<file path="config.mk">
export PLATFORM = sky130hd
export DESIGN_NAME = hhmmss_keeper
export DESIGN_NICKNAME = d
export VERILOG_FILES = /design/src/rtl/hhmmss_keeper.sv
export SDC_FILE = /design/constraint.sdc
export NUM_CORES = 1
export LEC_CHECK = 0
export BUFFER_PORTS_ARGS = -buffer_cell sky130_fd_sc_hd__buf_2
export CAP_MARGIN = 20
export CORE_MARGIN = 2
export CORE_UTILIZATION = 50
export CTS_CLUSTER_DIAMETER = 100
export DETAILED_ROUTE_END_ITERATION = 12
export PLACE_DENSITY_LB_ADDON = 0.3
export SLEW_MARGIN = 20
export SYNTH_ARGS = -nofsm -noshare
export SYNTH_HDL_FRONTEND = slang
export SYNTH_SLANG_ARGS = --single-unit
export TNS_END_PERCENT = 20
</file>
<file path="constraint.sdc">
create_clock -name clk -period 2.8 [get_ports clk]
set_input_delay 0.84 -clock clk [delete_from_list [all_inputs] [get_ports clk]]
set_output_delay 0.84 -clock clk [all_outputs]
set_load 0.005 [all_outputs]
</file>
<file path="src/rtl/hhmmss_keeper.sv">
// Time-of-day keeper: 1 Hz prescaler, binary hr/min/sec with set-mode button editing, enb advance strobe.
// Optional per-bit button debounce when HHMMSS_DEBOUNCE_EN is defined (adds the DEB_CYCLES parameter).
module hhmmss_keeper #(
    parameter int CLK_DIV    = 100_000_000
`ifdef HHMMSS_DEBOUNCE_EN
    ,
    parameter int DEB_CYCLES = 1_000_000
`endif
) (
    input  logic       clk,
    input  logic       rst,
    input  logic       sw1,
    input  logic [3:0] btn,
    output logic [5:0] hr,
    output logic [5:0] min,
    output logic [5:0] sec,
    output logic       enb
);

    localparam logic [31:0] PRE_LAST = 32'(CLK_DIV - 1);
    localparam logic [31:0] PRE_ENB  = 32'(CLK_DIV - 2);

    logic [31:0] r_pre;
    logic [3:0]  r_btn_q;
    logic [3:0]  w_btn;
    logic [3:0]  w_edge;

`ifdef HHMMSS_DEBOUNCE_EN
    localparam int DEB_W = $clog2(DEB_CYCLES + 1);

    for (genvar g = 0; g < 4; g++) begin : g_deb
        logic [DEB_W-1:0] r_cnt;
        logic             r_flt;

        // The filtered level flips only after DEB_CYCLES consecutive disagreeing samples.
        always_ff @(posedge clk or posedge rst) begin
            if (rst) begin
                r_cnt <= '0;
                r_flt <= 1'b0;
            end else if (btn[g] == r_flt) begin
                r_cnt <= '0;
            end else if (r_cnt == DEB_W'(DEB_CYCLES - 1)) begin
                r_cnt <= '0;
                r_flt <= btn[g];
            end else begin
                r_cnt <= r_cnt + 1'b1;
            end
        end

        assign w_btn[g] = r_flt;
    end
`else
    assign w_btn = btn;
`endif

    assign w_edge = w_btn & ~r_btn_q;

    always_ff @(posedge clk or posedge rst) begin
        if (rst) begin
            r_pre   <= '0;
            r_btn_q <= '0;
            enb     <= 1'b0;
            hr      <= '0;
            min     <= '0;
            sec     <= '0;
        end else begin
            r_btn_q <= w_btn;
            if (sw1 || r_pre == PRE_LAST)
                r_pre <= '0;
            else
                r_pre <= r_pre + 32'd1;
            // Registered one cycle early so enb lines up with pre == CLK_DIV-1.
            enb <= !sw1 && (r_pre == PRE_ENB);

            if (enb) begin
                if (sec == 6'd59) begin
                    sec <= '0;
                    if (min == 6'd59) begin
                        min <= '0;
                        hr  <= (hr == 6'd23) ? 6'd0 : hr + 6'd1;
                    end else begin
                        min <= min + 6'd1;
                    end
                end else begin
                    sec <= sec + 6'd1;
                end
            end else if (sw1) begin
                if (w_edge[0] && !w_edge[3])
                    min <= (min == 6'd59) ? 6'd0 : min + 6'd1;
                else if (w_edge[3] && !w_edge[0])
                    min <= (min == 6'd0) ? 6'd59 : min - 6'd1;
                if (w_edge[1])
                    hr <= (hr == 6'd23) ? 6'd0 : hr + 6'd1;
                if (w_edge[2])
                    sec <= '0;
            end
        end
    end

endmodule

</file>
==> out/metrics.cfg, run 1 <==
[setup_path]
r2r_cells = 6
critical_path_class = reg2reg
path_max_fanout = 11
timing.critical_path.to_type = flop
r2r_setup_slack_ps = 310
worst_r2r_endpoint = hr[3]
timing.rr.start = min[0]
critical_path_arrival_ps = 2760
required_ps = 3060
cp-start-kind = flop

[clock_network]
number_of_buffers_added_by_the_clock_tree_synthesis_step = 5
cts_hold_buffers = 0
postCtsResizedCells = 0
cts-root-buf = clkbuf_8
post_cts_buffers = 0
cts_tree = done
clock_sink_count = 55
clk_latency_ps = 310
cts_buffer_depth = 2
htree_levels = 2
clk_transition_reported_paths_ps = 110

[sta]
hold-worst-slack_ps = 502
grt_setup_unrepaired = no
setup_total_negative_slack_ps = 0
max_freq_ghz = 0.401
drv_slew = 0
timing.final.hold_violations = 0
fin_crit_ps = 2490
slew_margin_rel_pct = 48.8
postLayoutSetupSlackWorst_ps = 306
period_share_pct = 89.1
skew_ps = 11.0
setup_viol_count_final = 0
tightest_slew_ps = 765

[drt]
post_drt_wl_per_cell_um = 15.2
drt_first_iter_violations = 113
drc_errors = 0
dr.pass1.iters = 4
detailroute.via_count = 2556
wl_um = 6530
postRouteAntennaNets = 0
route.detailed.vias_per_inst = 5.93

[die]
initial_core_util_pct = 51.7
fp-row-count = 28
core_region_area_sq_um = 5890
top_level_ports = 26
die_height_um = 82.0
die-area_sq_um = 6720
die_w_um = 82.0

[synthesis]
dominantRegCellSynth = dfrtp_1
ys_async_sr_fraction_pct = 100
synth_nets = 344
synth.ff_latch_count = 55
avgSynthCellArea_sq_um = 9.22
synthesis.area_sq_um = 3040
synth.largest_area_cell = dfrtp_1
postSynthCellCount = 330
synthTopCellsByCount = 55 x dfrtp_1, 35 x nor2_1, 30 x nand2_1
yosys.cell_types.count = 52
yosys_warnings = 0
netlist.area_leader.share_pct = 45.2
most_used_standard_cell_by_instance_count_after_synthesis = dfrtp_1
top_cells_by_area_in_the_synthesized_netlist = dfrtp_1 45%, nor2_1 4.3%, xor2_1 3.7%
part_of_the_yosys_area_used_for_sequential_elements_pct = 45.2
synth_enable_flop_cells = 0

[final_layout]
post_route_cells_drive_above_1_share_pct = 14.0
finish.instance_area_sq_um = 3340
antenna_cells_inserted = 0
fin_nets = 369
synthToLayoutAreaGrowth_pct = 9.67

[pwr]
irDropWorstVdd_v = 0.000315
leakage_power_nw = 1.39
p_per_area_nw_per_um2 = 572
fin_total_pwr_w = 0.00191

[global_routing]
via_count_of_the_first_global_routing_pass = 2424
grt_pass1_wl_um = 11300
overflow = 0
grt_start_max_net_pins = 21
global_route.usage.total_pct = 21.9
grt_antenna_before_repair = 0

[place]
dp_worst_setup_slack_ps = 346
total_cell_area_at_the_placement_stage_sq_um = 3240
numPortBuffers = 25
detailedPlacementHpwl_um = 4670
routabilityCongestion = 0.850

[run_status]
status = finished, final reports clean

[run]
max_cap_violations = 0

[worst_hold_path]
hold_path_class = in2async

## placed cells by master, fill, tap and decap left out, types with 3 or more instances in the layout
cell type   n
a21oi_1    20
a22o_1      4
a311oi_1    3
a31oi_1     6
and3_1      3
buf_2      25
buf_4       7
clkbuf_8    5
dfrtp_1    55
ha_1        7
inv_1      10
mux2_2      3
nand2_1    30
nand3_1    21
nand4_1    11
nor2_1     35
nor2b_1     5
nor3_1     10
nor4_1      4
o21ai_0    17
or3_1       3
or4_1       4
xnor2_1    11
xor2_1     13
## registers in the layout, indices dropped and copies added (netlist names)
name / count
sec: 6
hr: 6
min: 6
r_pre: 32
enb: 1
r_btn_q: 4
## cells by family after synthesis
logic type | after synthesis | share of synthesized area, %
compound gates | 68 | 14.5
xor+xnor | 24 | 6.91
fa+ha+maj | 7 | 2.88
buf+inv | 25 | 3.70
flops | 55 | 45.2
mux | 4 | 1.44
simple gates | 147 | 25.3
## layout make-up
class                   instances  area, sq um
well taps                      75         93.8
clock buffers                   5         68.8
multi-input cells             250         1550
flip-flops and latches         55         1380
clock inverters                 3         25.0
fillers                       535         2550
inverters                      11         41.3
repair buffers                 32          178
## metal layers
| layer | wire [um] | global-route usage (%) |
|---|---|---|
| met1 | 3070 | 28.5 |
| met2 | 3120 | 36.8 |
| met3 | 248 | 4.07 |
| met4 | 98 | 6.83 |
| met5 | 0 | 0 |
## critical path, stage by stage, from the launching register on
cell,delay (ps)
dfrtp_1,540
ha_1,290
nand3_1,110
nor3_1,460
a31oi_1,380
or4_1,590
nand2_1,70
## worst max-delay path by stage
stage | startpoint | to | slack, ps | cells past startpoint
detailed placement | min[0] | hr[3] | 350 | 6
finish | min[0] | hr[3] | 310 | 6
global placement | min[0] | hr[3] | 330 | 6
floorplan | rst | enb | 620 | 1
CTS | min[0] | hr[3] | 320 | 6
global route | min[0] | hr[3] | 100 | 6
## metrics by stage
stage          instances  utilization [%]
2_1_floorplan        330                -
3_3_place_gp         423             55.1
3_5_place_dp         423             55.1
4_1_cts              431             56.7
5_1_grt              431             56.7
6_report             431             56.7
## where the power goes
part / leakage, nW / total, W / switching (W) / internal [W]
logic: 0.613 / 0.000430 / 0.000219 / 0.000211
clock network: 0.0443 / 0.000453 / 0.000273 / 0.000180
registers: 0.733 / 0.00102 / 0.000148 / 0.000876
total: 1.39 / 0.00191 / 0.000641 / 0.00127
(Power assumes the default switching activity.)
==> inputs of run 2 (changes only) <==
--- a/config.mk
+++ b/config.mk
@@ -6,9 +6,10 @@
 export NUM_CORES = 1
 export LEC_CHECK = 0
 export BUFFER_PORTS_ARGS = -buffer_cell sky130_fd_sc_hd__buf_2
-export CAP_MARGIN = 20
+export CELL_PAD_IN_SITES_DETAIL_PLACEMENT = 1
+export CELL_PAD_IN_SITES_GLOBAL_PLACEMENT = 1
 export CORE_MARGIN = 2
-export CORE_UTILIZATION = 50
+export CORE_UTILIZATION = 46
 export CTS_CLUSTER_DIAMETER = 100
 export DETAILED_ROUTE_END_ITERATION = 12
 export PLACE_DENSITY_LB_ADDON = 0.3
==> run 2 against run 1 <==
  * Utilization shrank 3.7 points
  * First-iteration DRC count grew 4.4%
  * Sequential cell count is the same
  * Fmax grew 12%
  * Cell area grew 1.5%
  * Critical endpoint is now r_pre[5]
  * Largest cell class unchanged
==> out/metrics.cfg, run 2 (synthesis gave the netlist of run 1 again) <==
[die]
top_level_ports = 26
die-area_sq_um = 7280
fp-row-count = 29
die_height_um = 85.3
initial_core_util_pct = 47.6
core_region_area_sq_um = 6390
die_w_um = 85.3

[clock_network]
cts-root-buf = clkbuf_8
postCtsResizedCells = 0
clock_sink_count = 55
number_of_buffers_added_by_the_clock_tree_synthesis_step = 5
htree_levels = 2
cts_hold_buffers = 0
post_cts_buffers = 0
clk_transition_reported_paths_ps = 100
cts_tree = done
clk_latency_ps = 320
cts_buffer_depth = 2

[global_routing]
global_route.usage.total_pct = 22.3
busiest_layer = met2
grt_start_max_net_pins = 29
grt_antenna_before_repair = 0
grt_pass1_wl_um = 13000
global_route.usage.met1_pct = 29.5
grtUsageMet2_pct = 37.0
global_route_met3_utilization_pct = 3.60
via_count_of_the_first_global_routing_pass = 2724
overflow = 0

[final_layout]
largest_reg_flops = 32
end_of_flow_core_utilization_pct = 53.0
antenna_cells_inserted = 0
layout.cells.most_common = dfrtp_1
fin_nets = 373
largest_register = r_pre
final_cell_mix = 55 x dfrtp_1, 35 x nor2_1, 30 x nand2_1
synthToLayoutAreaGrowth_pct = 11.3
finish.instance_area_sq_um = 3380
post_route_cells_drive_above_1_share_pct = 15.0

[drt]
post_drt_wl_per_cell_um = 17.1
drt_first_iter_violations = 118
dr.pass1.iters = 5
wl_um = 7490
drc_errors = 0
postRouteAntennaNets = 0
route.detailed.vias_per_inst = 5.90
detailroute.via_count = 2578

[sta]
tightest_slew_ps = 718
skew_ps = 11.2
postLayoutSetupSlackWorst_ps = 568
setup_viol_count_final = 0
grt_setup_unrepaired = no
drv_slew = 0
max_freq_ghz = 0.448
slew_margin_rel_pct = 51.9
setup_total_negative_slack_ps = 0
hold-worst-slack_ps = 508
period_share_pct = 79.7
fin_crit_ps = 2230
timing.final.hold_violations = 0

[setup_path]
required_ps = 3010
critical_path_arrival_ps = 2450
timing.critical_path.to_type = flop
cp-start-kind = flop
critical_path_class = reg2reg
path_max_fanout = 10

[pwr]
p_per_area_nw_per_um2 = 581
irDropWorstVdd_v = 0.000294
leakage_power_nw = 1.42

[place]
total_cell_area_at_the_placement_stage_sq_um = 3290
dp_worst_setup_slack_ps = 426
numPortBuffers = 25
routabilityCongestion = 0.811
detailedPlacementHpwl_um = 5490

[run]
max_cap_violations = 0

[worst_hold_path]
hold_path_class = reg2reg

[run_status]
status = finished, final reports clean

## run 2: critical path, cell delays in order, from the launching register on
cell,delay (ps)
dfrtp_1,460
nor4b_1,330
nand4_1,160
or4_1,730
o21ai_4,200
buf_4,190
nor2_1,60
## run 2: where the power goes
group / total [W] / internal (W) / switching [W] / leakage [nW]
Sequential: 0.00101 / 0.000876 / 0.000138 / 0.733
Combinational: 0.000481 / 0.000222 / 0.000259 / 0.638
Clock: 0.000469 / 0.000186 / 0.000283 / 0.0502
Total: 0.00196 / 0.00128 / 0.000680 / 1.42
## run 2: area by class of cell
cell class | instances | area, sq um
Clock buffer | 5 | 68.8
Clock inverter | 3 | 28.8
Fill cell | 751 | 3000
Inverter | 11 | 41.3
Multi-Input combinational cell | 250 | 1550
Sequential cell | 55 | 1380
Tap cell | 77 | 96.3
Timing Repair Buffer | 36 | 220
## run 2: per-layer routing
metal / vias up / part of all wire (%)
li1: 1243 / -
met1: 1295 / 47
met2: 30 / 49
met3: 10 / 2.2
met4: 0 / 1.6
met5: - / 0
## run 2: stage by stage
stage	total power, W	instances
after floorplan	0.00131	330
after global placement	0.00149	429
after detailed placement	0.00151	429
after CTS	0.00199	437
after global routing	0.00209	437
final	0.00196	437
## run 2: path summary, 6_finish.rpt
| path | slack [ps] | start | depth (start not counted) | to |
|---|---|---|---|---|
| hold reg to reg | 510 | r_pre[0] | 1 | r_pre[0] |
| max in group asynchronous | 1650 | rst | 3 | min[3] |
| setup reg to reg | 570 | r_pre[17] | 6 | r_pre[5] |
| min in group asynchronous | 580 | rst | 2 | hr[2] |
| hold / removal | 510 | r_pre[0] | 1 | r_pre[0] |
| setup / recovery | 570 | r_pre[17] | 6 | r_pre[5] |
